--- src/rtl/mem_refill_ctrl_pkg.sv ---
// Shared definitions for the cache refill path: default geometry and the
// refill controller state encoding, used by the caches and the controller.
package mem_refill_ctrl_pkg;

    localparam int DEF_ADDR_W     = 15;
    localparam int DEF_DATA_W     = 16;
    localparam int DEF_LINE_WORDS = 4;

    typedef enum logic [2:0] {
        ST_IDLE   = 3'd0,
        ST_WB     = 3'd1,
        ST_FILL_I = 3'd2,
        ST_FILL_D = 3'd3,
        ST_COOL   = 3'd4
    } refill_state_e;

    // Word-index width within a line; a one-word line still gets a 1-bit index.
    function automatic int idx_width(input int line_words);
        return (line_words > 1) ? $clog2(line_words) : 1;
    endfunction

endpackage

--- src/rtl/mem_refill_ctrl_line_counter.sv ---
// Word index within the current line burst, plus a flag marking the last word.
module mem_refill_ctrl_line_counter
    import mem_refill_ctrl_pkg::*;
#(
    parameter int  LINE_WORDS = DEF_LINE_WORDS,
    localparam int IDX_W      = idx_width(LINE_WORDS)
) (
    input  logic             clk,
    input  logic             rst,
    input  logic             clr,
    input  logic             inc,
    output logic [IDX_W-1:0] cnt,
    output logic             last
);

    always_ff @(posedge clk) begin
        if (rst || clr) begin
            cnt <= '0;
        end else if (inc) begin
            // Power-of-two line: wrapping back to 0 after the last word is intended.
            cnt <= cnt + 1'b1;
        end
    end

    assign last = (cnt == IDX_W'(LINE_WORDS - 1));

endmodule

--- src/rtl/mem_refill_ctrl.sv ---
// Shared I/D cache refill controller: dirty-line writeback and line fills
// against a single backing-memory port, with round-robin I/D miss arbitration.
module mem_refill_ctrl
    import mem_refill_ctrl_pkg::*;
#(
    parameter int  ADDR_W     = DEF_ADDR_W,
    parameter int  DATA_W     = DEF_DATA_W,
    parameter int  LINE_WORDS = DEF_LINE_WORDS,
    localparam int IDX_W      = idx_width(LINE_WORDS)
) (
    input  logic              clk,
    input  logic              rst,

    input  logic              i_miss_req,
    input  logic [ADDR_W-1:0] i_miss_addr,
    output logic              i_fill_valid,
    output logic [ADDR_W-1:0] i_fill_addr,
    output logic [DATA_W-1:0] i_fill_data,
    output logic              i_ack,

    input  logic              d_miss_req,
    input  logic [ADDR_W-1:0] d_miss_addr,
    input  logic              d_wb_req,
    input  logic [ADDR_W-1:0] d_wb_addr,
    input  logic [DATA_W-1:0] d_wb_data,
    output logic [IDX_W-1:0]  d_wb_idx,
    output logic              d_fill_valid,
    output logic [ADDR_W-1:0] d_fill_addr,
    output logic [DATA_W-1:0] d_fill_data,
    output logic              d_ack,

    output logic              mem_req,
    output logic              mem_we,
    output logic [ADDR_W-1:0] mem_addr,
    output logic [DATA_W-1:0] mem_wdata,
    input  logic [DATA_W-1:0] mem_rdata,
    input  logic              mem_ready
);

    localparam int TAG_W = ADDR_W - IDX_W;

    refill_state_e     state;
    logic [TAG_W-1:0]  line_tag;
    logic              last_served_d;
    logic [IDX_W-1:0]  cnt;
    logic              cnt_last;
    logic              busy;
    logic              word_done;
    logic              pick_d;
    logic [ADDR_W-1:0] word_addr;
    logic              unused_lowbits;

    // Only the line part of a request address is kept; the low bits are
    // replaced by the burst counter, so a burst never carries into the next line.
    assign unused_lowbits = ^{i_miss_addr[IDX_W-1:0], d_miss_addr[IDX_W-1:0],
                              d_wb_addr[IDX_W-1:0]};

    assign busy      = (state == ST_WB) || (state == ST_FILL_I) || (state == ST_FILL_D);
    assign word_done = busy && mem_ready;
    assign word_addr = {line_tag, cnt};
    assign pick_d    = d_miss_req && (!i_miss_req || !last_served_d);

    mem_refill_ctrl_line_counter #(
        .LINE_WORDS (LINE_WORDS)
    ) u_line_counter (
        .clk  (clk),
        .rst  (rst),
        .clr  (state == ST_IDLE),
        .inc  (word_done),
        .cnt  (cnt),
        .last (cnt_last)
    );

    assign mem_req   = busy;
    assign mem_we    = (state == ST_WB);
    assign mem_addr  = busy ? word_addr : '0;
    assign mem_wdata = (state == ST_WB) ? d_wb_data : '0;
    assign d_wb_idx  = (state == ST_WB) ? cnt : '0;

    always_ff @(posedge clk) begin
        if (rst) begin
            state         <= ST_IDLE;
            line_tag      <= '0;
            last_served_d <= 1'b0;
            i_fill_valid  <= 1'b0;
            i_fill_addr   <= '0;
            i_fill_data   <= '0;
            i_ack         <= 1'b0;
            d_fill_valid  <= 1'b0;
            d_fill_addr   <= '0;
            d_fill_data   <= '0;
            d_ack         <= 1'b0;
        end else begin
            i_fill_valid <= 1'b0;
            d_fill_valid <= 1'b0;
            i_ack        <= 1'b0;
            d_ack        <= 1'b0;
            case (state)
                ST_IDLE: begin
                    if (d_wb_req) begin
                        state    <= ST_WB;
                        line_tag <= d_wb_addr[ADDR_W-1:IDX_W];
                    end else if (pick_d) begin
                        state         <= ST_FILL_D;
                        line_tag      <= d_miss_addr[ADDR_W-1:IDX_W];
                        last_served_d <= 1'b1;
                    end else if (i_miss_req) begin
                        state         <= ST_FILL_I;
                        line_tag      <= i_miss_addr[ADDR_W-1:IDX_W];
                        last_served_d <= 1'b0;
                    end
                end
                ST_WB: begin
                    if (mem_ready && cnt_last) begin
                        // A pending D miss follows the eviction directly and owns the ack.
                        if (d_miss_req) begin
                            state         <= ST_FILL_D;
                            line_tag      <= d_miss_addr[ADDR_W-1:IDX_W];
                            last_served_d <= 1'b1;
                        end else begin
                            state <= ST_COOL;
                            d_ack <= 1'b1;
                        end
                    end
                end
                ST_FILL_I: begin
                    if (mem_ready) begin
                        i_fill_valid <= 1'b1;
                        i_fill_addr  <= word_addr;
                        i_fill_data  <= mem_rdata;
                        if (cnt_last) begin
                            i_ack <= 1'b1;
                            state <= ST_COOL;
                        end
                    end
                end
                ST_FILL_D: begin
                    if (mem_ready) begin
                        d_fill_valid <= 1'b1;
                        d_fill_addr  <= word_addr;
                        d_fill_data  <= mem_rdata;
                        if (cnt_last) begin
                            d_ack <= 1'b1;
                            state <= ST_COOL;
                        end
                    end
                end
                ST_COOL: begin
                    state <= ST_IDLE;
                end
                default: begin
                    state <= ST_IDLE;
                end
            endcase
        end
    end

endmodule

--- config.mk ---
export PLATFORM = sky130hd
export DESIGN_NAME = mem_refill_ctrl
export DESIGN_NICKNAME = d
export VERILOG_FILES = /design/src/rtl/mem_refill_ctrl_pkg.sv /design/src/rtl/mem_refill_ctrl_line_counter.sv /design/src/rtl/mem_refill_ctrl.sv
export SDC_FILE = /design/constraint.sdc
export NUM_CORES = 1
export LEC_CHECK = 0
export BUFFER_PORTS_ARGS = -buffer_cell sky130_fd_sc_hd__buf_2
export CAP_MARGIN = 10
export CORE_MARGIN = 3
export CORE_UTILIZATION = 40
export CTS_BUF_LIST = sky130_fd_sc_hd__clkbuf_8 sky130_fd_sc_hd__clkbuf_16
export DETAILED_ROUTE_END_ITERATION = 10
export PLACE_DENSITY = 0.81
export SLEW_MARGIN = 20
export SYNTH_ARGS = -nofsm -noshare
export SYNTH_HDL_FRONTEND = slang
export SYNTH_SLANG_ARGS = --single-unit
--- constraint.sdc ---
create_clock -name clk -period 2.16 [get_ports clk]
set_input_delay 0.432 -clock clk [delete_from_list [all_inputs] [get_ports clk]]
set_output_delay 0.432 -clock clk [all_outputs]
set_load 0.03 [all_outputs]
Yosys cells after proc, flatten, opt, wreduce, memory -nomap -nowiden
Index checks and enable logic that the tools add are counted.
{"block": "totals", "regBits": 85, "in_bits": 83}
{"block": "classes", "addsub": 1, "reduce_logical": 19, "bitwise_logic": 2, "n_eq_ne": 11, "n_mux": 29}
{"cell": "$mux W13", "count": 5}
{"cell": "$pmux W13 S2", "count": 1}
{"cell": "$mux W3", "count": 7}
{"cell": "$mux W16", "count": 1}
{"cell": "$mux W15", "count": 1}
{"cell": "$mux W1", "count": 10}
{"cell": "$pmux W3 S3", "count": 1}
{"cell": "$reduce_and A4 Y1", "count": 2}
{"cell": "$eq A3 B2 Y1 const B", "count": 2}
{"cell": "$ne A2 B1 Y1 const B", "count": 3}
{"cell": "$reduce_or A2 Y1", "count": 3}
{"cell": "$reduce_and A5 Y1", "count": 1}
{"cell": "$logic_or A1 B1 Y1", "count": 4}
{"cell": "$ne A2 B2 Y1 const B", "count": 2}
{"cell": "$ne A4 B4 Y1 const B", "count": 1}
{"cell": "$pmux W1 S2", "count": 2}
{"cell": "$reduce_and A2 Y1", "count": 2}
{"cell": "$eq A3 B1 Y1 const B", "count": 1}
{"cell": "$logic_and A1 B1 Y1", "count": 3}
{"cell": "$logic_not A3 Y1", "count": 1}
{"cell": "$ne A3 B3 Y1 const B", "count": 1}
{"cell": "$add A2 B1 Y2 const B", "count": 1}
{"cell": "$eq A2 B2 Y1 const B", "count": 1}
{"cell": "$logic_not A1 Y1", "count": 2}
{"cell": "other kinds (3)", "count": 4}

Longest topological paths before layout
Gate-level depths: netlist (run 1).
{"block": "depth", "depth_word": 6, "mapped_depth": 7, "mapped_depth_nobuf": 5}

Modules after synthesis
From an unflattened synthesis (run 1), not the netlist that was laid out.
{"block": "hier_totals", "hier_cells": 439, "hier_area_um2": 3613.5}
{"module": "mem_refill_ctrl", "area_per_inst_um2": 3522.1, "n_inst": 1, "cells_per_inst": 432, "seq_area_each_um2": 1661.6}
{"module": "mem_refill_ctrl_line_counter", "area_per_inst_um2": 91.3, "n_inst": 1, "cells_per_inst": 7, "seq_area_each_um2": 40.0}

Least setup slack after synthesis (run 1)
No wires, ideal clock.
{"block": "synth_path", "kind": "register to output", "startpoint": "register state[0]", "endpoint": "output d_wb_idx[0]", "t_required_ns": 1.728, "setup_slack_ns": 0.138, "stages_incl_launch_ff": 5, "arrival_time_ns": 1.590, "cell_sequence": "dfxtp_1 -> buf_6 -> nor3b_4 -> clkbuf_1 -> and2_1"}
{"block": "synth_via", "elab_chain_cells": 2}
{"element": "start: declaration", "line_no": "mem_refill_ctrl.sv:42", "source": "refill_state_e state;"}
{"element": "start signal: assignment", "line_no": "mem_refill_ctrl.sv:82", "source": "state <= ST_IDLE;"}
{"element": "start signal: assignment", "line_no": "mem_refill_ctrl.sv:101", "source": "state <= ST_WB;"}
{"element": "start signal: assignment", "line_no": "mem_refill_ctrl.sv:104", "source": "state <= ST_FILL_D;"}
{"element": "$eq A3 B1 Y1"}
{"element": "via mem_we", "line_no": "mem_refill_ctrl.sv:33", "source": "output logic mem_we,"}
{"element": "$mux W2", "line_no": "mem_refill_ctrl.sv:78", "source": "assign d_wb_idx = (state == ST_WB) ? cnt : '0;"}
{"element": "end: declaration", "line_no": "mem_refill_ctrl.sv:26", "source": "output logic [IDX_W-1:0] d_wb_idx,"}
The timed path passes the listed nets, and every way through them passes these cells.

Worst setup path in the final report (run 1)
{"block": "layout_path", "startpoint": "register state[1]", "endpoint": "output mem_wdata[2]"}
{"block": "layout_via", "elab_chain_cells": 2}
{"element": "$eq A3 B1 Y1", "line_no": "mem_refill_ctrl.sv:77", "source": "assign mem_wdata = (state == ST_WB) ? d_wb_data : '0;"}
{"element": "$mux W16", "line_no": "mem_refill_ctrl.sv:77"}
{"element": "end: declaration", "line_no": "mem_refill_ctrl.sv:35", "source": "output logic [DATA_W-1:0] mem_wdata,"}
Every way passes these cells.

==> results of run 1 <==
Yosys cell counts (2+ instances only):
| master | number |
|---|---|
| nor2_1 | 6 |
| o2bb2ai_1 | 2 |
| a21oi_1 | 78 |
| clkbuf_1 | 21 |
| o2bb2ai_2 | 10 |
| or3_1 | 12 |
| nor3_1 | 7 |
| inv_1 | 5 |
| nand2b_1 | 14 |
| nor4_1 | 2 |
| buf_2 | 7 |
| buf_6 | 4 |
| o21ai_1 | 9 |
| mux2i_1 | 2 |
| nand2_1 | 126 |
| o21ai_0 | 4 |
| dfxtp_1 | 85 |
| clkbuf_2 | 2 |
| and2_1 | 34 |
critical path: stages, from the launching register on:
cell and delay [ps]:
dfxtp_2 410, nor3b_4 280, buf_8 230, and2_1 170, buf_2 200
how the worst min path moves through the flow:
stage                                       startpoint                           end  cells past startpoint  slack (ps)
after CTS                                mem_rdata[15]  i_fill_data[15]$_SDFFE_PP0P_                      3         310
final                                    mem_rdata[13]  i_fill_data[13]$_SDFFE_PP0P_                      3         340
after floorplan               line_tag[6]$_SDFFE_PP0P_   d_fill_addr[8]$_SDFFE_PP0P_                      2         450
after global placement    d_fill_data[11]$_SDFFE_PP0P_  d_fill_data[11]$_SDFFE_PP0P_                      2         440
after detailed placement   d_fill_data[3]$_SDFFE_PP0P_   d_fill_data[3]$_SDFFE_PP0P_                      2         440
after global routing                     mem_rdata[13]  i_fill_data[13]$_SDFFE_PP0P_                      3         310
area by class of cell:
type | instances | area (sq um) | share of cell area (%)
timing repair buffer | 186 | 961 | 19.7
tap | 108 | 135 | 2.77
clock buffer | 11 | 151 | 3.11
multi-input combinational | 327 | 1820 | 37.3
inverter | 5 | 18.8 | 0.385
sequential | 85 | 1700 | 35.0
clock inverter | 5 | 82.6 | 1.70
what timing repair did:
item / CTS / global route
buffers inserted: 0 / 0
gates cloned: 0 / 0
endpoints found under the setup margin: 33 / 35
pin swaps: 0 / 0
resized for setup: 2 / 3
logic make-up (layout without fill, tap and decap cells):
logic type	Yosys count	in the layout
flip-flops	85	85
XOR/XNOR	1	1
multiplexers	2	2
AND/OR/NAND/NOR	210	210
AO/OA/AOI/OAI	113	113
adder cells (fa/ha/maj)	1	1
buffers and inverters	40	207
per-layer routing:
layer / track usage, % / part of all wire, %
met5: 0 / 0
met4: 3.83 / 0.69
met3: 6.21 / 8.4
met2: 34.3 / 48
met1: 25.2 / 43
layout by cell type (no fill, tap or decap), types with 2 or more instances in the layout:
| master | netlist | routed |
|---|---|---|
| o2bb2ai_2 | 10 | 10 |
| and2_1 | 34 | 34 |
| clkbuf_8 | 0 | 11 |
| buf_2 | 7 | 177 |
| buf_4 | 0 | 8 |
| nor4_1 | 2 | 2 |
| dfxtp_2 | 0 | 2 |
| o21ai_1 | 9 | 9 |
| nor3_1 | 7 | 7 |
| clkinvlp_4 | 0 | 3 |
| bufinv_16 | 0 | 2 |
| a21oi_1 | 78 | 78 |
| nor2_2 | 1 | 3 |
| o2bb2ai_1 | 2 | 2 |
| or3_1 | 12 | 12 |
| nor2_1 | 6 | 4 |
| o21ai_0 | 4 | 4 |
| mux2i_1 | 2 | 2 |
| inv_1 | 5 | 5 |
| dfxtp_1 | 85 | 83 |
| nand2b_1 | 14 | 14 |
| nand2_1 | 126 | 126 |
state kept, by name, indices dropped and copies added, names as in the netlist:
name                cells
line_tag               13
d_fill_addr            15
d_fill_data            16
d_ack                   1
i_fill_addr            15
i_ack                   1
d_fill_valid            1
state                   3
i_fill_data            16
u_line_counter.cnt      2
i_fill_valid            1
last_served_d           1
through the flow:
stage / hold WS [ps] / instance area (sq um)
3_5_place_dp: 445 / 4620
4_1_cts: 310 / 4860
6_report: 335 / 4870
2_1_floorplan: 454 / 3700
5_1_grt: 311 / 4870
3_3_place_gp: 439 / 4620
report_power, final:
part	switching [uW]	total [uW]	leakage, uW	internal [uW]
registers	84.8	1720	0.000690	1630
logic	436	684	0.00137	248
clock network	544	1260	0.000108	714
total	1060	3660	0.00217	2600
==> out/results.txt, run 1 <==
Worst R2R End: line_tag[5]$_SDFFE_PP0P_
fmax: 484 MHz
min cycle time layout: 2060 ps
pin count of the biggest net entering global routing: 73
Max-slew headroom: 27.6%
skew final: 8.98 ps
startpoint types: register
drc violations: 0
I/O Pins: 184
Slew Limit Fails: 0
number of global-route vias before repair: 3338
post-synthesis compound-gate area fraction: 20.1%
first-pass GRT wire length: 16400 um
Pleak: 0.00217 uW
prevailing post-synth register cell: dfxtp_1
Max Cap Viol: 0
worst-margin pin slew: 1090 ps
Pre-Repair DR Iteration Count: 4
CP endpoint kind: output port
Worst EP required: 1730 ps
Mapped Cells: 452
H-tree levels: 3
synthesized flop and latch total: 85
final core utilization: 55.0%
flop-to-flop setup slack: 170 ps
clock sinks: 85
number of antenna violations at the first check in global routing: 0
area delta synth->final: 31.7%
Min-Delay Path Class: input pin to register
Synth Area in Simple Gates: 27.6%
DRT iter0 DRCs: 211
layout cells sized above 1: 36.8%
Worst Setup SP: state[1]$_SDFFE_PP0P_
Final Non-Filler Cells: 727
Post-synth EDFFs: 0
crit path DAT: 1630 ps
Die Y: 102 um
area share of the largest cell type after synthesis: 46.0%
worst r2r src: state[1]$_SDFFE_PP0P_
DRT antenna net count: 0
Site Rows: 34
Async SR Flop Fraction: 0%
Worst Setup Path Type: register to output port
total gr overflow: 0
mux cell area share after synthesis: 0.541%
Total Routed Length: 10800 um
final hold violations: 0
Peak VDD IR: 0.394 mV
Layout Nets: 698
placed insts: 711
core area: 8850 sq um
# fillers: 847
Avg Cell Area, Syn: 8.18 sq um
via count: 3709
XOR/XNOR share of the synthesized area: 0.237%
Overall Global Routing Usage: 20.1%
adder-cell share of the synthesized area: 0.338%
post-synthesis sequential area ratio: 46.0%
count of cell types in the netlist: 41
Num CTS Buffers: 9
Setup crit end: mem_wdata[2]
R2R depth: 4
pre-CTS WS: -1.09 ps
CP Max Fanout: 32
die area: 10400 sq um
syn_nets: 536
Warnings, synthesis: 0
hold_buf cts: 0
status: completed
n_diodes: 0
setup TNS: 0 ps
final setup vio count: 0
routability cong.: 0.756
Avg WL per Cell: 14.9 um
largest area contributor in the netlist: dfxtp_1
largest family of logic cells by synthesized area: simple AND/OR/NAND/NOR gates
Initial Utilization: 41.8%
area of the mapped netlist: 3700 sq um
CTS tree: done
Reg clk slew, reported paths: 80 ps
clk buf depth: 2
Die W: 102 um
Final HPWL DP: 7910 um
clock latency on the worst-skew pair: 340 ps
crit share post-route: 95.6%
ranking of synthesized cells by area: dfxtp_1 46%, nand2_1 13%, a21oi_1 11%, and2_1 5.8%, o2bb2ai_2 4.1%
total power: 3660 uW
Port Buffer Count: 177
Via density: 5.10
Clock Tree Root: clkbuf_8
post-route setup slack: 95.1 ps
Pwr Density: 752 nW/um^2
RSZ-0062 raised after global routing: no
(Power assumes the default switching activity.)
==> run 2: changes to the inputs <==
--- a/config.mk
+++ b/config.mk
@@ -5,6 +5,7 @@
 export SDC_FILE = /design/constraint.sdc
 export NUM_CORES = 1
 export LEC_CHECK = 0
+export ABC_AREA = 1
 export BUFFER_PORTS_ARGS = -buffer_cell sky130_fd_sc_hd__buf_2
 export CAP_MARGIN = 10
 export CORE_MARGIN = 3
==> run 2 against run 1 <==
Compared with the run above: first-iteration DRC count decreased by 1.4%; largest power group is now combinational cells; largest cell class is now sequential cells; final cell count rose by 12%; non-clock buffer count grew 3.
==> out/results.txt, run 2 <==
DRT antenna net count: 0
die area: 10400 sq um
setup TNS: 0 ps
DRT iter0 DRCs: 208
total gr overflow: 0
worst-margin pin slew: 767 ps
area of the mapped netlist: 3690 sq um
met2 WL: 5290 um
synthesized flop and latch total: 85
Via density: 4.99
Async SR Flop Fraction: 0%
final hold violations: 0
Total Routed Length: 11000 um
prevailing post-synth register cell: dfxtp_1
pre-CTS WS: 284 ps
number of antenna violations at the first check in global routing: 0
drc violations: 0
leading cell types by count after synthesis: 104 x nor2_1, 93 x nand2_1, 85 x dfxtp_1
Pwr Density: 1200 nW/um^2
Initial Utilization: 41.8%
Avg WL per Cell: 13.6 um
clock latency on the worst-skew pair: 340 ps
Mapped Cells: 536
Port Buffer Count: 177
met1 wire length: 4880 um
# fillers: 861
routability cong.: 0.807
Clock Tree Root: clkbuf_8
worst hold slack: 362 ps
n_diodes: 0
routed length on met3: 761 um
Warnings, synthesis: 0
Max Cap Viol: 0
Largest regs: d_fill_data: 16 flops, i_fill_data: 16 flops
worst r2r src: state[1]$_SDFFE_PP0P_
top-count cell post-synth: nor2_1
area delta synth->final: 31.9%
Reg clk slew, reported paths: 90 ps
clk buf depth: 2
status: completed
fmax: 486 MHz
min cycle time layout: 2060 ps
Die Y: 102 um
Pre-Repair DR Iteration Count: 5
first-pass GRT wire length: 17500 um
Peak VDD IR: 0.492 mV
commonest non-fill, non-tap cell in the layout: buf_2
hold path start: mem_rdata[1]
number of global-route vias before repair: 3684
layout cells sized above 1: 30.8%
final setup vio count: 0
pin count of the biggest net entering global routing: 47
crit path DAT: 1620 ps
Worst EP required: 1730 ps
Max-slew headroom: 48.8%
Worst Setup Path Type: register to output port
I/O Pins: 184
CP endpoint kind: output port
post-route setup slack: 103 ps
area share of the largest cell type after synthesis: 46.1%
via count: 4055
CP Max Fanout: 15
post-synthesis sequential area ratio: 46.1%
Layout Nets: 784
Post-synth EDFFs: 0
RSZ-0062 raised after global routing: no
Overall Global Routing Usage: 20.6%
DR top layer: met4
ranking of synthesized cells by area: dfxtp_1 46%, nor2_1 11%, nand2_1 9.4%, nand3_1 8.4%, a21oi_1 6.5%
skew final: 9.09 ps
count of cell types in the netlist: 23
Slew Limit Fails: 0
CTS tree: done
Num CTS Buffers: 9
H-tree levels: 3
Final HPWL DP: 8150 um
clock sinks: 85
crit share post-route: 95.2%
largest area contributor in the netlist: dfxtp_1
Worst Setup SP: state[2]$_SDFFE_PP0P_
startpoint types: register
Avg Cell Area, Syn: 6.89 sq um
core area: 8850 sq um
syn_nets: 620
Site Rows: 34
hold_buf cts: 0
most frequent cells in the layout: 177 x buf_2, 103 x nor2_1, 92 x nand2_1
Pleak: 0.00251 uW
Die W: 102 um
Min-Delay Path Class: input pin to register
==> run 2: worst max-delay path, cell delays in order (launching register included) <==
cell        delay, ps
dfxtp_1           340
inv_2             100
nand2_1            90
nand2_2           140
clkinvlp_4        120
buf_12            150
nor2_1            130
buf_2             220
==> run 2: where the power goes <==
group          internal, uW  switching (uW)  leakage, uW
clock network           574             572     0.000107
registers              1860             176     0.000693
logic                   779            1900      0.00172
total                  3210            2650      0.00251
==> run 2: repair_timing <==
action / CTS / global route
setup buffers: 0 / 1
endpoints found under the setup margin: 0 / 15
resized for setup: 0 / 3
==> run 2: cell type report <==
cell class	count	area, sq um	area share (%)
flip-flops and latches	85	1700	34.9
multi-input cells	368	1660	34.0
repair buffers	189	988	20.3
inverters	47	180	3.70
clock buffers	10	138	2.82
well taps	108	135	2.77
clock inverters	6	70.1	1.44
==> run 2: worst paths after layout <==
| path | cells after the start | slack (ps) | endpoint |
|---|---|---|---|
| min reg2reg | 2 | 460 | d_fill_data[3]$_SDFFE_PP0P_ |
| max reg2reg | 8 | 300 | line_tag[6]$_SDFFE_PP0P_ |
| min | 3 | 360 | i_fill_data[1]$_SDFFE_PP0P_ |
| max | 7 | 100 | mem_addr[2] |
==> run 2: cell families after synthesis <==
group	Yosys count	synth area share [%]
AND/OR/NAND/NOR	282	32.8
AO/OA/AOI/OAI	85	11.6
flip-flops	85	46.1
buffers and inverters	83	9.18
adder cells (fa/ha/maj)	1	0.339
==> run 2: metrics by stage <==
| stage | power (uW) | util (%) | area [sq um] | cells |
|---|---|---|---|---|
| after global placement | 4610 | 52.4 | 4640 | 796 |
| after CTS | 5820 | 54.8 | 4850 | 812 |
| after detailed placement | 4670 | 52.4 | 4640 | 796 |
| after floorplan | 3970 | - | 3690 | 536 |
| after global routing | 6280 | 55.1 | 4870 | 813 |
| final | 5860 | 55.1 | 4870 | 813 |
==> run 2: routing by layer <==
layer | GRT usage [%] | up-vias
met5 | 0 | -
met4 | 5.05 | 0
met3 | 3.14 | 8
met2 | 35.1 | 173
met1 | 27.5 | 1825
li1 | - | 2049
